## src/rtl/ascii_stream_stats.sv

```systemverilog
// ascii_stream_stats
//
// Streaming per-string character statistics engine. It accepts one ASCII
// byte per cycle over a valid/ready handshake. Each byte is classified into
// the character class chosen by class_sel, which is captured on the first
// byte of a string. When a terminator (0x00 or 0x0A) is accepted, the block
// reports the string length, the class match count, the word count and the
// longest consecutive class run over a second valid/ready handshake. All
// counters saturate at 2^CNT_W-1. The ovf flag records that saturation
// happened at some point during the string.
//
// Ports
//   clk        in   system clock, rising edge
//   rst_n      in   asynchronous active-low reset
//   in_valid   in   in_char is valid this cycle
//   in_ready   out  block can take in_char (decoded from registered state)
//   in_char    in   ASCII byte
//   class_sel  in   class code, sampled on the first byte of a string
//   out_valid  out  result fields valid
//   out_ready  in   consumer takes the result
//   len        out  non-terminator bytes in the string
//   match_cnt  out  bytes in the selected class
//   word_cnt   out  maximal non-whitespace runs
//   max_run    out  longest run of consecutive selected-class bytes
//   ovf        out  some counter saturated during this string

module ascii_stream_stats #(
  parameter int CNT_W = 8
) (
  input  logic             clk,
  input  logic             rst_n,
  input  logic             in_valid,
  output logic             in_ready,
  input  logic [7:0]       in_char,
  input  logic [3:0]       class_sel,
  output logic             out_valid,
  input  logic             out_ready,
  output logic [CNT_W-1:0] len,
  output logic [CNT_W-1:0] match_cnt,
  output logic [CNT_W-1:0] word_cnt,
  output logic [CNT_W-1:0] max_run,
  output logic             ovf
);

  localparam logic [CNT_W-1:0] CNT_MAX = '1;

  typedef enum logic [1:0] {
    IDLE,
    ACCUM,
    REPORT
  } state_t;

  state_t state_q, state_d;

  logic [CNT_W-1:0] len_q, match_q, word_q, max_q, run_q;
  logic             ovf_q;
  logic [3:0]       sel_q;
  logic             prev_ws_q;

  // Character decode of the incoming byte
  logic is_lower, is_upper, is_digit, is_hex, is_letter;
  logic is_punct, is_sym, is_brk, is_brace, is_op, is_ws, is_vowel, is_term;
  logic [3:0] eff_sel;
  logic class_hit;

  // Datapath control
  logic accept, do_proc, clear, word_start, ovf_event;
  logic [CNT_W-1:0] run_next;

  function automatic logic [CNT_W-1:0] sat_inc(input logic [CNT_W-1:0] v);
    return (v == CNT_MAX) ? v : v + 1'b1;
  endfunction

  assign is_lower  = (in_char >= 8'h61) && (in_char <= 8'h7A);
  assign is_upper  = (in_char >= 8'h41) && (in_char <= 8'h5A);
  assign is_digit  = (in_char >= 8'h30) && (in_char <= 8'h39);
  assign is_letter = is_lower || is_upper;
  assign is_hex    = is_digit
                   || ((in_char >= 8'h41) && (in_char <= 8'h46))
                   || ((in_char >= 8'h61) && (in_char <= 8'h66));

  // . , : ; ! ? ' "
  assign is_punct = (in_char == 8'h2E) || (in_char == 8'h2C) || (in_char == 8'h3A)
                 || (in_char == 8'h3B) || (in_char == 8'h21) || (in_char == 8'h3F)
                 || (in_char == 8'h27) || (in_char == 8'h22);
  // # $ % & @
  assign is_sym   = (in_char == 8'h23) || (in_char == 8'h24) || (in_char == 8'h25)
                 || (in_char == 8'h26) || (in_char == 8'h40);
  // ( ) [ ]
  assign is_brk   = (in_char == 8'h28) || (in_char == 8'h29) || (in_char == 8'h5B)
                 || (in_char == 8'h5D);
  // { }
  assign is_brace = (in_char == 8'h7B) || (in_char == 8'h7D);
  // + - * / \ = < >
  assign is_op    = (in_char == 8'h2B) || (in_char == 8'h2D) || (in_char == 8'h2A)
                 || (in_char == 8'h2F) || (in_char == 8'h5C) || (in_char == 8'h3D)
                 || (in_char == 8'h3C) || (in_char == 8'h3E);
  assign is_ws    = (in_char == 8'h20) || (in_char == 8'h09) || (in_char == 8'h0A)
                 || (in_char == 8'h0D);
  assign is_vowel = (in_char == 8'h61) || (in_char == 8'h65) || (in_char == 8'h69)
                 || (in_char == 8'h6F) || (in_char == 8'h75) || (in_char == 8'h41)
                 || (in_char == 8'h45) || (in_char == 8'h49) || (in_char == 8'h4F)
                 || (in_char == 8'h55);
  assign is_term  = (in_char == 8'h00) || (in_char == 8'h0A);

  // The first byte of a string is classified with the live class_sel. That
  // same value is latched, so later bytes ignore changes on class_sel.
  assign eff_sel = (state_q == IDLE) ? class_sel : sel_q;

  always_comb begin
    class_hit = 1'b0;
    case (eff_sel)
      4'd0:    class_hit = is_lower;
      4'd1:    class_hit = is_upper;
      4'd2:    class_hit = is_digit;
      4'd3:    class_hit = is_hex;
      4'd4:    class_hit = is_punct;
      4'd5:    class_hit = is_sym;
      4'd6:    class_hit = is_brk;
      4'd7:    class_hit = is_brace;
      4'd8:    class_hit = is_op;
      4'd9:    class_hit = is_ws;
      4'd10:   class_hit = is_vowel;
      4'd11:   class_hit = is_letter && !is_vowel;
      4'd12:   class_hit = !(is_letter || is_digit || is_punct || is_sym || is_brk
                             || is_brace || is_op || is_ws);
      default: class_hit = 1'b0;
    endcase
  end

  assign in_ready  = (state_q != REPORT);
  assign out_valid = (state_q == REPORT);

  assign accept  = in_valid && in_ready;
  assign do_proc = accept && !is_term;
  assign clear   = (state_q == REPORT) && out_ready;

  // In IDLE the first byte counts as a word start on its own. After that, a
  // word starts on a non-whitespace byte that follows whitespace.
  assign word_start = !is_ws && ((state_q == IDLE) || prev_ws_q);
  assign run_next   = class_hit ? sat_inc(run_q) : '0;
  assign ovf_event  = (len_q == CNT_MAX)
                   || (class_hit && ((match_q == CNT_MAX) || (run_q == CNT_MAX)))
                   || (word_start && (word_q == CNT_MAX));

  always_ff @(posedge clk or negedge rst_n) begin
    if (!rst_n) state_q <= IDLE;
    else        state_q <= state_d;
  end

  always_comb begin
    state_d = state_q;
    case (state_q)
      IDLE:    if (accept) state_d = is_term ? REPORT : ACCUM;
      ACCUM:   if (accept && is_term) state_d = REPORT;
      REPORT:  if (out_ready) state_d = IDLE;
      default: state_d = IDLE;
    endcase
  end

  // Counters clear when the report is consumed. Because of that, every
  // string starts from zero, and an empty string reports all zeros.
  always_ff @(posedge clk or negedge rst_n) begin
    if (!rst_n) begin
      len_q     <= '0;
      match_q   <= '0;
      word_q    <= '0;
      max_q     <= '0;
      run_q     <= '0;
      ovf_q     <= 1'b0;
      sel_q     <= '0;
      prev_ws_q <= 1'b0;
    end else if (clear) begin
      len_q     <= '0;
      match_q   <= '0;
      word_q    <= '0;
      max_q     <= '0;
      run_q     <= '0;
      ovf_q     <= 1'b0;
      sel_q     <= '0;
      prev_ws_q <= 1'b0;
    end else if (do_proc) begin
      if (state_q == IDLE) sel_q <= class_sel;
      len_q <= sat_inc(len_q);
      if (class_hit) match_q <= sat_inc(match_q);
      run_q <= run_next;
      if (run_next > max_q) max_q <= run_next;
      if (word_start) word_q <= sat_inc(word_q);
      prev_ws_q <= is_ws;
      if (ovf_event) ovf_q <= 1'b1;
    end
  end

  assign len       = len_q;
  assign match_cnt = match_q;
  assign word_cnt  = word_q;
  assign max_run   = max_q;
  assign ovf       = ovf_q;

endmodule

```

## config.mk

```make
export PLATFORM = sky130hd
export DESIGN_NAME = ascii_stream_stats
export DESIGN_NICKNAME = d
export VERILOG_FILES = /design/src/rtl/ascii_stream_stats.sv
export SDC_FILE = /design/constraint.sdc
export NUM_CORES = 1
export LEC_CHECK = 0
export ABC_CLOCK_PERIOD_IN_PS = 5720
export CAP_MARGIN = 25
export CORE_UTILIZATION = 24
export DETAILED_ROUTE_END_ITERATION = 16
export GPL_TIMING_DRIVEN = 0
export PLACE_DENSITY = 0.45
export RECOVER_POWER = 25
export SYNTH_ARGS = -nofsm -noshare
export SYNTH_HDL_FRONTEND = slang
export SYNTH_SLANG_ARGS = --single-unit
```

## constraint.sdc

```tcl
create_clock -name clk -period 5.72 [get_ports clk]
set_clock_uncertainty 0.2 [all_clocks]
set_input_delay 1.144 -clock clk [delete_from_list [all_inputs] [get_ports clk]]
set_output_delay 1.144 -clock clk [all_outputs]
set_load 0.1 [all_outputs]
```

==> results.py, run 1 <==
metrics = {
    "floorplan": {
        "die_area_mm2": 0.0142,
        "core_area_mm2": 0.0133,
        "initial_core_util_pct": 24.7,
        "num_io_pins": 51,
        "std_cell_rows": 42,
        "die_w_um": 119,
        "die_h_um": 119,
    },
    "clock_tree": {
        "cts_max_level": 2,
        "cts_tree": "done",
        "clock_latency_ns": 0.29,
        "cts_root_buffer": "clkbuf_16",
        "hold_buffers": 0,
        "clkSinkCount": 48,
        "numCtsBuffers": 5,
        "clkSlewWorstSetupHoldPaths_ns": 0.07,
        "clockBufferDepth": 2,
        "cts_setup_buffers": 0,
        "cts_resized": 0,
    },
    "worst_setup_path": {
        "crit_fanout": 10,
        "cp_cell_sequence": "clkdlybuf4s50_1 > clkbuf_1 > or3b_1 > a211o_1 > a21oi_1 > nand2_1 > a31o_1 > o311a_4 > buf_2 > nor2_1 > ha_1 > nor2b_1 > o21a_1 > o21a_1 > o21ai_0 > nand3b_1 > nand2_1 > and2_1 > a22o_1",
        "criticalPathCategory": "in -> reg",
        "end_kind": "register",
        "r2r_cells": 18,
        "worst-path-buf-inv": 3,
        "timing.rr.start": "state_q[1]$_DFFE_PN0P_",
        "slowest_stage": "clkdlybuf4s50_1",
        "required_ns": 5.75,
        "slowest_delay_ns": 0.44,
        "start_kind": "input pin",
        "startpoint": "in_char[5]",
        "crit_family": "compound AO/OA/AOI/OAI gates",
        "worst_ep_arrival_time_ns": 5.32,
        "crit_cells": 19,
    },
    "synthesis": {
        "synth_compound_area_share_pct": 17.8,
        "yosysSeqAreaShare_pct": 36.6,
        "synth_top_family_by_area": "simple AND/OR/NAND/NOR gates",
        "ys_warn_count": 0,
        "synthAdderAreaFrac_pct": 4.57,
        "syn_nets": 406,
        "synth_mux_area_share_pct": 3.43,
        "async_flop_share_pct": 100,
        "synth-simple-area-share_pct": 28.0,
        "syn_inst": 378,
        "syn_area_mm2": 0.00329,
        "yosys.cell_types.count": 57,
        "synth_xor_area_share_pct": 5.06,
        "ys.flop_type": "dfrtp_1",
        "synth-edff-count": 0,
        "avgSynthCellArea_um2": 8.69,
        "ys_ff_latch": 48,
    },
    "outcome": {
        "status": "finished, violations left",
        "violations": "capacitance limit, slew limit",
    },
    "grt": {
        "antenna_found_initial": 0,
        "grt_pass1_vias": 2982,
        "grt_max_degree": 34,
        "overflow": 0,
        "gr-usage-all-layers_pct": 13.4,
        "grt_pass1_wl_um": 15400,
    },
    "min_path": {
        "hold_path_depth": 2,
        "worstHoldPathType": "reg -> reg",
        "min-delay-start": "prev_ws_q$_DFFE_PN0P_",
    },
    "job": {
        "drv_cap": 1,
    },
    "timing": {
        "slew_headroom_pct": -25.3,
        "setup_viol": 0,
        "worst_pin_slew_ns": 1.88,
        "fin_crit_sh_pct": 92.4,
        "worst_slack_ns": 0.432,
        "hold_viol": 0,
        "slew_viol_final": 34,
        "finalSetupTns_ns": 0,
        "fmax_mhz": 189,
        "fin_crit_ns": 5.29,
        "rsz0062_at_grt": "no",
        "whs_ns": 0.304,
    },
    "placed_design": {
        "place_congestion": 0.783,
        "dp.cells": 602,
        "dpl.hpwl_um": 6730,
        "io_buffers": 47,
        "placed_area_mm2": 0.00399,
        "post-place-ws_ns": 0.0204,
    },
    "power_and_ir_drop": {
        "irDropWorstVdd_mv": 0.482,
        "powerDensity_mw_per_mm2": 395,
        "leakagePower_nw": 1.71,
    },
    "routing": {
        "via_per_inst": 4.95,
        "drc": 0,
        "routedWlPerCell_um": 15.0,
        "dr.first_iter.drc_count": 159,
        "num_vias": 3015,
        "final_antenna_net_count": 0,
        "dr.pass1.iters": 4,
        "wirelength_um": 9130,
    },
    "cells_and_area": {
        "nets": 460,
        "drive_above_1_share_pct": 5.54,
        "area_growth_pct": 25.9,
        "antenna_cells": 0,
        "fin_area_mm2": 0.00414,
        "fin_cells": 609,
    },
}
[metrics by stage]
| step | total power [W] | utilization [%] |
|---|---|---|
| 3_3_place_gp | 0.00130 | 29.9 |
| 6_report | 0.00163 | 31.1 |
| 2_1_floorplan | 0.00110 | - |
| 4_1_cts | 0.00166 | 31.3 |
| 3_5_place_dp | 0.00131 | 30.0 |
| 5_1_grt | 0.00173 | 31.1 |
[routing by layer]
layer / vias up / routed length (um) / global-route usage (%)
li1: 1486 / - / -
met1: 1470 / 4460 / 17.6
met2: 52 / 4340 / 23.0
met3: 7 / 229 / 1.58
met4: 0 / 107 / 4.03
met5: - / 0 / 0
[cell usage in the layout, fill, tap and decap left out, types with 3 or more instances in the layout]
master	count
clkbuf_16	5
inv_1	13
o31ai_1	5
clkbuf_1	17
nor2b_1	7
clkdlybuf4s50_1	46
o32ai_1	3
nand2b_1	11
a211oi_1	4
xor2_1	11
o21a_1	4
buf_2	6
nand3b_1	6
ha_1	12
o41ai_1	3
a22o_1	7
o21ai_0	18
nor3_1	10
or3_1	3
a21o_1	7
nor2_1	31
a21oi_1	10
nor4_1	4
o211ai_1	4
nand4_1	5
mux2i_1	9
nand2_1	31
xnor2_1	8
or4_1	3
dfrtp_1	48
nand3_1	29
and3_1	15
[power breakdown]
part	internal, W	switching [W]
logic	0.000221	0.000595
registers	0.000403	0.0000751
clock network	0.000206	0.000133
[worst reg2reg max path, cell delays in order, from the launching register on]
cell and delay, ns:
dfrtp_1 0.36, clkbuf_1 0.16, nor2_1 0.43, mux2i_1 0.61
nor2_1 0.12, o41ai_1 0.35, a31o_1 0.16, o311a_4 0.25
buf_2 0.26, nor2_1 0.09, ha_1 0.29, nor2b_1 0.13
o21a_1 0.16, o21a_1 0.16, o21ai_0 0.14, nand3b_1 0.09
nand2_1 0.14, and2_1 0.31, a22o_1 0.18
[worst paths after layout]
| check | slack (ns) | endpoint |
|---|---|---|
| worst max-delay path | 0.43 | max_run[7]$_DFFE_PN0P_ |
| worst min-delay path | 0.30 | prev_ws_q$_DFFE_PN0P_ |
| worst min register to register | 0.30 | prev_ws_q$_DFFE_PN0P_ |
| max in group asynchronous | 2.30 | len[2]$_DFFE_PN0P_ |
| min in group asynchronous | 0.76 | max_run[2]$_DFFE_PN0P_ |
| worst max register to register | 1.06 | max_run[7]$_DFFE_PN0P_ |
[sequential cells by signal, indices dropped and copies added, names as in the netlist]
signal,count
state_q,2
run_q,8
word_cnt,8
ovf,1
prev_ws_q,1
max_run,8
sel_q,4
len,8
match_cnt,8
[cell usage after synthesis, drive strengths merged (2+ instances only)]
| library cell | count | area share [%] |
|---|---|---|
| a211oi | 5 | 1.3 |
| a21o | 7 | 1.6 |
| a21oi | 10 | 1.5 |
| a22o | 7 | 1.9 |
| a31o | 2 | 0.53 |
| a31oi | 2 | 0.38 |
| and2 | 2 | 0.38 |
| and3 | 15 | 2.9 |
| buf | 7 | 1.3 |
| clkbuf | 16 | 1.8 |
| dfrtp | 48 | 37 |
| ha | 12 | 4.6 |
| inv | 13 | 1.5 |
| mux2 | 2 | 0.69 |
| mux2i | 9 | 2.7 |
| nand2 | 31 | 3.5 |
| nand2b | 11 | 2.1 |
| nand3 | 29 | 4.4 |
| nand3b | 6 | 1.4 |
| nand4 | 5 | 0.95 |
| nor2 | 31 | 3.5 |
| nor2b | 7 | 1.3 |
| nor3 | 11 | 1.8 |
| nor3b | 2 | 0.46 |
| nor4 | 4 | 0.76 |
| o211ai | 4 | 0.91 |
| o21a | 4 | 0.91 |
| o21ai | 18 | 2.7 |
| o221ai | 2 | 0.53 |
| o311a | 2 | 0.95 |
| o311ai | 2 | 0.53 |
| o31ai | 5 | 1.1 |
| o32ai | 3 | 0.80 |
| o41ai | 3 | 0.80 |
| or3 | 3 | 0.57 |
| or4 | 4 | 1.0 |
| or4b | 3 | 1.0 |
| xnor2 | 8 | 2.1 |
| xor2 | 11 | 2.9 |
[logic make-up after synthesis]
logic type / Yosys count
compound gates: 81
mux: 11
flops: 48
fa+ha+maj: 12
simple gates: 171
xor+xnor: 19
buf+inv: 36
[cell type report]
| class | instances | area (um2) |
|---|---|---|
| buffer | 22 | 97.6 |
| clock inverter | 3 | 42.5 |
| fill | 1405 | 9160 |
| timing repair buffer | 48 | 468 |
| sequential | 48 | 1200 |
| inverter | 13 | 48.8 |
| multi-input combinational | 294 | 1930 |
| clock buffer | 5 | 125 |
| tap | 176 | 220 |
(Power assumes the default switching activity.)
==> inputs of run 2 (changes only) <==
--- a/config.mk
+++ b/config.mk
@@ -7,11 +7,13 @@
 export LEC_CHECK = 0
 export ABC_CLOCK_PERIOD_IN_PS = 5720
 export CAP_MARGIN = 25
+export CORE_MARGIN = 1.5
 export CORE_UTILIZATION = 24
 export DETAILED_ROUTE_END_ITERATION = 16
 export GPL_TIMING_DRIVEN = 0
 export PLACE_DENSITY = 0.45
 export RECOVER_POWER = 25
+export SLEW_MARGIN = 0
 export SYNTH_ARGS = -nofsm -noshare
 export SYNTH_HDL_FRONTEND = slang
 export SYNTH_SLANG_ARGS = --single-unit
==> run 2 against run 1 <==
  * The run still ends with capacitance limit, slew limit left
  * Worst setup slack got worse by 0.052 ns
  * Via count about the same
  * Total power decreased by 2.2%
  * Critical path depth did not move
  * Highest routed layer unchanged
==> results.py, run 2 (synthesis results as in run 1) <==
metrics = {
    "outcome": {
        "status": "finished, violations left",
        "violations": "capacitance limit, slew limit",
    },
    "worst_setup_path": {
        "startpoint": "in_char[5]",
        "required_ns": 5.75,
        "crit_fanout": 10,
        "criticalPathCategory": "in -> reg",
        "start_kind": "input pin",
        "worst_ep_arrival_time_ns": 5.37,
        "slowest_stage": "clkdlybuf4s50_1",
        "slowest_delay_ns": 0.44,
        "end_kind": "register",
        "cp_cell_sequence": "clkdlybuf4s50_1 > clkbuf_1 > or3b_1 > a211o_1 > a21oi_1 > nand2_1 > a31o_1 > o311a_4 > buf_2 > nor2_1 > ha_1 > nor2b_1 > o21a_1 > o21a_1 > o21ai_0 > nand3b_1 > nand2_1 > and2_1 > a22o_1",
        "timing.rr.start": "state_q[1]$_DFFE_PN0P_",
    },
    "power_and_ir_drop": {
        "seq_power_share_pct": 29.9,
        "irDropWorstVdd_mv": 0.354,
        "combinationalPowerShare_pct": 51.5,
        "intPower_w": 0.000786,
        "p_sw_share_pct": 50.7,
        "powerDensity_mw_per_mm2": 388,
        "clkPwrFrac_pct": 18.6,
        "leakagePower_nw": 1.70,
        "p_sw_w": 0.000810,
    },
    "clock_tree": {
        "clkSinkCount": 48,
        "cts_resized": 0,
        "cts_root_buffer": "clkbuf_16",
        "numCtsBuffers": 5,
        "cts_setup_buffers": 0,
        "cts_tree": "done",
        "clockBufferDepth": 2,
        "clock_latency_ns": 0.30,
        "hold_buffers": 0,
        "clkSlewWorstSetupHoldPaths_ns": 0.07,
        "cts_max_level": 2,
    },
    "placed_design": {
        "dp.cells": 602,
        "dpl.hpwl_um": 6920,
        "post-place-ws_ns": -0.0661,
        "place_congestion": 0.768,
        "io_buffers": 47,
    },
    "routing": {
        "dr.first_iter.drc_count": 121,
        "routedWlPerCell_um": 15.4,
        "drc": 0,
        "via_per_inst": 4.95,
        "wirelength_um": 9380,
        "dr.pass1.iters": 4,
        "num_vias": 3012,
        "final_antenna_net_count": 0,
    },
    "cells_and_area": {
        "mostFrequentLayoutCells": "48 x dfrtp_1, 46 x clkdlybuf4s50_1, 31 x nor2_1, 31 x nand2_1, 29 x nand3_1",
        "nets": 460,
        "final_common_cell": "dfrtp_1",
        "fin_cells": 609,
        "post-route-util_pct": 30.9,
        "area_growth_pct": 25.2,
        "antenna_cells": 0,
        "drive_above_1_share_pct": 5.54,
    },
    "floorplan": {
        "initial_core_util_pct": 24.7,
        "die_area_mm2": 0.0144,
        "die_h_um": 120,
        "core_area_mm2": 0.0133,
        "die_w_um": 120,
        "num_io_pins": 51,
        "std_cell_rows": 42,
    },
    "job": {
        "drv_cap": 1,
    },
    "grt": {
        "antenna_found_initial": 0,
        "grt_max_degree": 34,
        "grt_pass1_wl_um": 15600,
        "overflow": 0,
        "grt_pass1_vias": 3083,
        "gr-usage-all-layers_pct": 13.4,
    },
    "timing": {
        "fin_crit_sh_pct": 93.3,
        "worst_pin_slew_ns": 1.91,
        "slew_headroom_pct": -27.3,
        "fmax_mhz": 187,
        "fin_crit_ns": 5.34,
        "rsz0062_at_grt": "no",
        "whs_ns": 0.303,
        "worst_slack_ns": 0.380,
        "setup_viol": 0,
        "slew_viol_final": 34,
        "hold_viol": 0,
    },
    "min_path": {
        "min-delay-start": "sel_q[3]$_DFFE_PN0P_",
        "worstHoldPathType": "reg -> reg",
    },
}
-- run 2: power by group through the flow --
| stage | sequential (W) | combinational (W) | clock (W) |
|---|---|---|---|
| after floorplan | 0.000854 | 0.000244 | 0 |
| after global placement | 0.000483 | 0.000820 | 0 |
| after detailed placement | 0.000483 | 0.000829 | 0 |
| after CTS | 0.000478 | 0.000833 | 0.000309 |
| after global routing | 0.000489 | 0.000875 | 0.000322 |
| final | 0.000477 | 0.000822 | 0.000297 |
-- run 2: final cells by class --
cell class	instances	area [um2]
inverters	13	48.8
well taps	176	220
multi-input cells	294	1930
flip-flops and latches	48	1200
clock inverters	3	18.8
clock buffers	5	125
repair buffers	48	468
plain buffers	22	97.6
fillers	1438	9180
-- run 2: per-layer routing --
metal	GRT usage, %	vias to the layer above	share of wire [%]
li1	-	1486	-
met1	17.3	1466	49
met2	23.0	53	47
met3	2.42	7	3.1
met4	3.72	0	1.4
met5	0	-	0
-- run 2: worst paths after layout --
path,slack [ns],endpoint,cells past startpoint
max,0.38,max_run[3]$_DFFE_PN0P_,19
min,0.30,sel_q[3]$_DFFE_PN0P_,2
max reg2reg,0.97,max_run[3]$_DFFE_PN0P_,18
min reg2reg,0.30,sel_q[3]$_DFFE_PN0P_,2
max in group asynchronous,2.27,len[2]$_DFFE_PN0P_,2
min in group asynchronous,0.76,max_run[4]$_DFFE_PN0P_,1
-- run 2: critical path, delay by kind of cell --
family                   cells  cell delay [ns]
AO/OA/AOI/OAI                8             1.77
AND/OR/NAND/NOR              7             1.32
buffers and inverters        3             0.89
adder cells (fa/ha/maj)      1             0.25
-- run 2: through the flow --
step / power, W / cell area (um2) / setup TNS, ns
2_1_floorplan: 0.00110 / 3290 / 0
3_3_place_gp: 0.00130 / 3980 / 0
3_5_place_dp: 0.00131 / 3990 / -0.294
4_1_cts: 0.00162 / 4140 / 0
5_1_grt: 0.00169 / 4110 / 0
6_report: 0.00160 / 4110 / 0
